[src/rtl/stripes_bitserial_ctrl.sv]
// stripes_bitserial_ctrl: sequences one bit-serial 16-lane MAC job, LSB column first, and accumulates the dot product
module stripes_bitserial_ctrl #(
  parameter int DATA_WIDTH   = 8,
  parameter int VEC_LENGTH   = 16,
  parameter int IDX_WIDTH    = $clog2(DATA_WIDTH),
  parameter int RESULT_WIDTH = 3*DATA_WIDTH,
  parameter int ACC_WIDTH    = DATA_WIDTH+16
) (
  input  logic                                   clk,
  input  logic                                   reset,
  input  logic                                   in_valid,
  output logic                                   in_ready,
  input  logic [VEC_LENGTH-1:0][DATA_WIDTH-1:0]  in_act,
  input  logic [VEC_LENGTH-1:0][DATA_WIDTH-1:0]  in_weight,
  input  logic [ACC_WIDTH-1:0]                   in_bias,
  output logic [VEC_LENGTH-1:0][DATA_WIDTH-1:0]  mac_act,
  output logic [VEC_LENGTH-1:0]                  mac_w_bit,
  output logic [IDX_WIDTH-1:0]                   mac_column_idx,
  output logic                                   mac_is_msb,
  output logic                                   mac_en,
  input  logic [RESULT_WIDTH-1:0]                mac_result,
  output logic                                   out_valid,
  input  logic                                   out_ready,
  output logic [ACC_WIDTH-1:0]                   out_data
);
  typedef enum logic [1:0] {IDLE, RUN, DRAIN, DONE} state_t;
  localparam logic [IDX_WIDTH-1:0] K_LAST = IDX_WIDTH'(DATA_WIDTH-1);
  state_t state, state_nxt;
  logic [VEC_LENGTH-1:0][DATA_WIDTH-1:0] weight_q;
  logic [IDX_WIDTH-1:0] k;
  logic [ACC_WIDTH-1:0] acc;
  logic acc_en;
  always_comb begin
    state_nxt      = state;
    in_ready       = state == IDLE;
    mac_en         = state == RUN;
    out_valid      = state == DONE;
    mac_is_msb     = state == RUN && k == K_LAST;
    mac_column_idx = k;
    out_data       = acc;
    case (state)
      IDLE:    state_nxt = in_valid ? RUN : IDLE;
      RUN:     state_nxt = k == K_LAST ? DRAIN : RUN;
      DRAIN:   state_nxt = DONE;
      DONE:    state_nxt = out_ready ? IDLE : DONE;
      default: state_nxt = IDLE;
    endcase
  end
  // k parks on the last column after a job so mac_w_bit holds its final value
  for (genvar j = 0; j < VEC_LENGTH; j++) begin : g_wbit
    assign mac_w_bit[j] = weight_q[j][k];
  end
  always_ff @(posedge clk or posedge reset) begin
    if (reset) begin
      state    <= IDLE;
      mac_act  <= '0;
      weight_q <= '0;
      k        <= '0;
      acc      <= '0;
      acc_en   <= 1'b0;
    end else begin
      state  <= state_nxt;
      acc_en <= mac_en;
      if (in_valid && in_ready) begin
        mac_act  <= in_act;
        weight_q <= in_weight;
        acc      <= in_bias;
        k        <= '0;
      end else begin
        if (acc_en) acc <= acc + ACC_WIDTH'($signed(mac_result));
        if (mac_en && k != K_LAST) k <= k + IDX_WIDTH'(1);
      end
    end
  end
endmodule

[config.mk]
export PLATFORM = sky130hd
export DESIGN_NAME = stripes_bitserial_ctrl
export DESIGN_NICKNAME = d
export VERILOG_FILES = /design/src/rtl/stripes_bitserial_ctrl.sv
export SDC_FILE = /design/constraint.sdc
export NUM_CORES = 1
export LEC_CHECK = 0
export CAP_MARGIN = 25
export CORE_AREA = 2 2 189 191
export CTS_CLUSTER_SIZE = 12
export DETAILED_ROUTE_END_ITERATION = 8
export DIE_AREA = 0 0 191 193
export PLACE_DENSITY = 0.66
export SYNTH_ARGS = -nofsm -noshare
export SYNTH_HDL_FRONTEND = slang
export SYNTH_SLANG_ARGS = --single-unit
[constraint.sdc]
create_clock -name clk -period 19.3 [get_ports clk]
set_input_delay 4.825 -clock clk [delete_from_list [all_inputs] [get_ports clk]]
set_output_delay 4.825 -clock clk [all_outputs]
set_load 0.1 [all_outputs]
==> impl_metrics.csv, run 1 <==
group,metric,value,unit
cts,post_cts_buffers,0,
cts,clkLatencyLatePin,510,ps
die,core_area,35000,um2
critical_path,path_cells,"buf_4 > mux4_2 > mux2_2 > clkdlybuf4s50_1",
critical_path,reg2reg_depth,6,
critical_path,cp_data_arrival_time,3450,ps
die,dieArea,36900,um2
placement,gp_congestion,0.914,
synthesis,ys_seq_area_share,54.0,%
finish,fin_nets,2250,
global_route,first_global_vias,11800,
synthesis,yosysWarnings,0,
worst_hold_path,hold_start,"weight_q[42]",
sta,worst_pin_slew,1100,ps
critical_path,worstReg2RegStart,"state[1]",
finish,final_cell_mix,"801 x nand2_1, 482 x clkdlybuf4s50_1, 285 x dfrtp_1",
cts,ctsResizeCount,0,
cts,clockBufferDepth,3,
critical_path,cp.required,14480,ps
drt,first_pass_iters,5,
sta,finalCritPeriodShare,42.9,%
sta,relSlewSlack,26.7,%
synthesis,yosysTopAreaCellShare,54.0,%
cts,clockRootBuffer,"clkbuf_16",
sta,rsz0062_at_grt,"no",
die,die_y,193,um
drt,drcViolationCount,0,
die,pin_count,483,
sta,finalCriticalPeriod,8280,ps
drt,num_vias,11500,
placement,dpl.hpwl,29500,um
sta,final.setup.tns,0,ps
sta,max_freq,0.121,GHz
die,rows,69,
finish,layout_commonest_cell,"nand2_1",
finish,fin_util,55.9,%
synthesis,async_flop_share,100,%
synthesis,synthTopCellsByArea,"dfrtp_1 54%, nand2_1 23%, mux4_2 5.4%",
cts,clock_sinks,286,
placement,port_buffers,482,
sta,finalSetupViolCount,0,
finish,final_area,19500,um2
sta,finalMaxSlewViolations,0,
drt,via_per_inst,4.80,
critical_path,critPathCaptureType,"output port",
worst_hold_path,hold_class,"flip-flop to flip-flop",
cts,cts_tree,"yes",
cts,cts_max_level,2,
critical_path,cp-start-kind,"flip-flop",
global_route,gr-total-overflow,0,
critical_path,crit_fanout,27,
finish,drive_gt1_share,7.13,%
global_route,grt_max_degree,175,
drt,postRouteAntennaNets,0,
critical_path,r2r-end,"weight_q[0]",
synthesis,syn_nets,1802,
worst_hold_path,whs_path_depth,2,
cts,cts_made_buffers,35,
sta,skew,10.9,ps
placement,placed_area,18300,um2
critical_path,critPathSlowestCell,"clkdlybuf4s50_1",
synthesis,ys_ff_latch,286,
synthesis,yosysTopAreaCell,"dfrtp_1",
die,die_w,191,um
critical_path,worstSetupPathType,"flip-flop to output port",
sta,hold_ws,469,ps
global_route,grt_usage,22.4,%
synthesis,synth_ff_type,"dfrtp_1",
worst_hold_path,hold_path_end,"weight_q[42]",
critical_path,r2r_slack,16240,ps
drt,routed_wl,41800,um
finish,syn_to_final_growth,47.3,%
run,max-cap-violations,0,
global_route,antenna_found_initial,7,
synthesis,synthCells,1468,
global_route,grt_first_pass_wirelength,64100,um
cts,path_clk_slew,50,ps
sta,final_hold_viol_count,0,
cts,hold_buffers,0,
run_status,status,"finished, final reports clean",
synthesis,syn_area,13300,um2
drt,drtIter0Drc,694,
synthesis,syn_area_per_cell,9.04,um2
synthesis,ys_types,60,
die,start_util,37.9,%
synthesis,synth_edf_count,0,
critical_path,slowest_delay,1020,ps
drt,wire_per_inst,17.4,um
[worst max-delay path: cells and delay by family (launching register included)]
kind                   cells  cell delay, ps
buffers and inverters      2            1550
muxes                      2             830
DFF                        1             520
[state kept, by name (all words and copies together) (netlist names)]
| name | flops |
|---|---|
| acc_en | 1 |
| mac_act | 128 |
| mac_column_idx | 3 |
| out_data | 24 |
| state | 2 |
| weight_q | 128 |
[final cells by class]
| class | count | area [um2] |
|---|---|---|
| Fill cell | 3156 | 15400 |
| Antenna cell | 9 | 22.5 |
| Sequential cell | 286 | 7160 |
| Inverter | 14 | 60.1 |
| Multi-Input combinational cell | 1086 | 5650 |
| Timing Repair Buffer | 493 | 4980 |
| Clock inverter | 7 | 58.8 |
| Tap cell | 461 | 577 |
| Clock buffer | 50 | 1020 |
[cells by family after synthesis]
group / synth area share [%]
fa+ha+maj: 2.51
xor+xnor: 0.858
flops: 54.0
mux: 7.39
simple gates: 25.6
buf+inv: 3.50
compound gates: 6.17
[worst max path at each step]
stage,from,endpoint,slack (ps),cells after the start
global placement,mac_column_idx[0],mac_w_bit[10],11560,4
floorplan,reset,acc_en,6580,1
global route,mac_column_idx[0],mac_w_bit[0],10850,4
CTS,mac_column_idx[0],mac_w_bit[10],10960,4
detailed placement,mac_column_idx[0],mac_w_bit[10],11530,4
finish,mac_column_idx[0],mac_w_bit[10],11020,4
[cell usage after synthesis (2+ instances only)]
cell type,number
nor2b_1,2
o21ai_0,18
a311oi_1,2
o21ai_2,3
and2b_2,2
a31oi_1,4
buf_1,3
a21o_1,16
mux4_2,32
xor2_1,3
nand3b_1,2
nand4_1,6
mux2_2,16
o21a_1,3
a31o_2,2
xnor2_1,10
a21oi_2,2
nor3_1,8
o211ai_1,4
clkbuf_8,5
o21ai_1,13
nand2_1,802
a211o_1,2
a21oi_1,34
and3_1,8
or3_1,4
buf_2,32
ha_1,25
o211ai_2,2
nand3_1,2
dfrtp_1,286
and2_1,3
inv_1,13
and3_2,4
mux2i_1,8
nor2_1,23
clkbuf_1,40
a22o_1,2
[through the flow]
step,setup WS (ps),instances
final,11020,2406
after global routing,10850,2402
after CTS,10960,2394
after detailed placement,11530,2337
after global placement,11560,2337
after floorplan,6580,1468
[metal layers]
layer	wire [um]	global-route usage [%]
met4	1230	8.83
met3	3530	7.19
met5	0	0
met2	20200	37.1
met1	16800	27.1
Power of run 1 is not shown: default switching activity piles up to over one toggle a cycle in this logic, so the estimate is an artifact.
==> run 2: changes to the inputs <==
Settings changed: CORE_AREA 2 2 189 191 to 2 2 186 188, DIE_AREA 0 0 191 193 to 0 0 188 190, PLACE_DENSITY 0.66 to 0.68.
Clock period 19.3 ns to 7.7 ns, I/O delays scaled along.
==> impl_metrics.csv, run 2 (same netlist as run 1, synthesis figures left out) <==
group,metric,value,unit
sta,skew,18.5,ps
cts,hold_buffers,0,
die,die_y,190,um
sta,relSlewSlack,27.9,%
critical_path,path_cells,"buf_4 > mux4_2 > mux2_2 > clkdlybuf4s50_1",
drt,routed_wl,42300,um
global_route,gr-total-overflow,0,
critical_path,critPathCaptureType,"output port",
die,rows,68,
sta,finalCriticalPeriod,5420,ps
sta,final_hold_viol_count,0,
global_route,grt_max_degree,191,
critical_path,cp.required,5780,ps
cts,clkLatencyLatePin,570,ps
die,pin_count,483,
cts,clock_sinks,286,
drt,via_per_inst,4.85,
placement,port_buffers,482,
finish,syn_to_final_growth,46.1,%
critical_path,cp_data_arrival_time,3500,ps
sta,worst_pin_slew,1080,ps
cts,path_clk_slew,60,ps
drt,postRouteAntennaNets,0,
placement,gp_congestion,0.887,
placement,dpl.hpwl,29900,um
cts,post_cts_buffers,0,
cts,cts_tree,"yes",
critical_path,worstSetupPathType,"flip-flop to output port",
drt,num_vias,11600,
sta,rsz0062_at_grt,"no",
placement,placed_area,18400,um2
sta,finalMaxSlewViolations,0,
drt,first_pass_iters,5,
sta,final.setup.tns,0,ps
die,dieArea,35700,um2
die,core_area,33900,um2
sta,finalCritPeriodShare,70.4,%
cts,cts_made_buffers,31,
placement,dp.cells,2333,
finish,final_cell_mix,"801 x nand2_1, 482 x clkdlybuf4s50_1, 285 x dfrtp_1",
die,die_w,188,um
cts,ctsResizeCount,0,
run_status,status,"finished, final reports clean",
finish,fin_nets,2245,
critical_path,slowest_delay,990,ps
critical_path,cp-start-kind,"flip-flop",
run,max-cap-violations,0,
global_route,first_global_vias,12000,
critical_path,crit_fanout,28,
finish,nFillCells,3013,
global_route,grt_usage,23.3,%
worst_hold_path,hold_class,"flip-flop to flip-flop",
finish,layout_commonest_cell,"nand2_1",
finish,drive_gt1_share,6.84,%
drt,wire_per_inst,17.7,um
sta,max_freq,0.184,GHz
finish,final_cells,2389,
drt,drtIter0Drc,758,
cts,cts_max_level,1,
drt,drcViolationCount,0,
cts,clockRootBuffer,"clkbuf_16",
cts,clockBufferDepth,3,
die,start_util,39.1,%
finish,final_area,19400,um2
global_route,grt_first_pass_wirelength,66500,um
critical_path,critPathSlowestCell,"clkdlybuf4s50_1",
global_route,antenna_found_initial,5,
sta,finalSetupViolCount,0,
==> run 2: cell count changes in the layout (fill, tap and decap cells not counted), sizes merged <==
cell / delta
clkinv: -3
diode: -5
clkbuf: -1
buf: -1
clkinvlp: +1
inv: -2
==> run 2: path summary, 6_finish.rpt <==
kind / start / endpoint / slack (ps) / cells after the start
hold reg to reg: mac_act[98] / mac_act[98] / 470 / 2
hold / removal: mac_act[98] / mac_act[98] / 470 / 2
setup reg to reg: out_data[0] / out_data[18] / 5030 / 10
setup / recovery: mac_column_idx[0] / mac_w_bit[9] / 2280 / 4
max in group asynchronous: reset / mac_act[97] / 4380 / 4
min in group asynchronous: reset / mac_act[113] / 1880 / 3
==> run 2: final cells by class <==
cell class / count / area (um2) / area share [%]
inverters: 14 / 56.3 / 0.291
well taps: 455 / 569 / 2.94
multi-input cells: 1086 / 5650 / 29.2
repair buffers: 492 / 4960 / 25.6
clock inverters: 3 / 21.3 / 0.110
flip-flops and latches: 286 / 7160 / 36.9
clock buffers: 49 / 953 / 4.92
diodes: 4 / 10.0 / 0.0516
==> run 2: layer usage <==
layer / GRT usage [%] / share of wire (%) / vias up
li1: - / - / 5587
met1: 29.2 / 41 / 5563
met2: 39.3 / 49 / 372
met3: 6.03 / 7.3 / 74
met4: 8.18 / 3.2 / 0
met5: 0 / 0 / -
==> run 2: critical path, delay by kind of cell (launching register included) <==
| kind | cells | cell delay, ps |
|---|---|---|
| flip-flops | 1 | 510 |
| buffers and inverters | 2 | 1540 |
| multiplexers | 2 | 870 |
==> run 2: per-stage QoR <==
step / setup WS [ps] / hold slack (ps) / utilization, %
2_1_floorplan: 1980 / 440 / -
3_3_place_gp: 2850 / 452 / 54.1
3_5_place_dp: 2810 / 457 / 54.2
4_1_cts: 2200 / 472 / 57.1
5_1_grt: 2110 / 488 / 57.1
6_report: 2280 / 468 / 57.1
Power of run 2 is left out for the same reason.
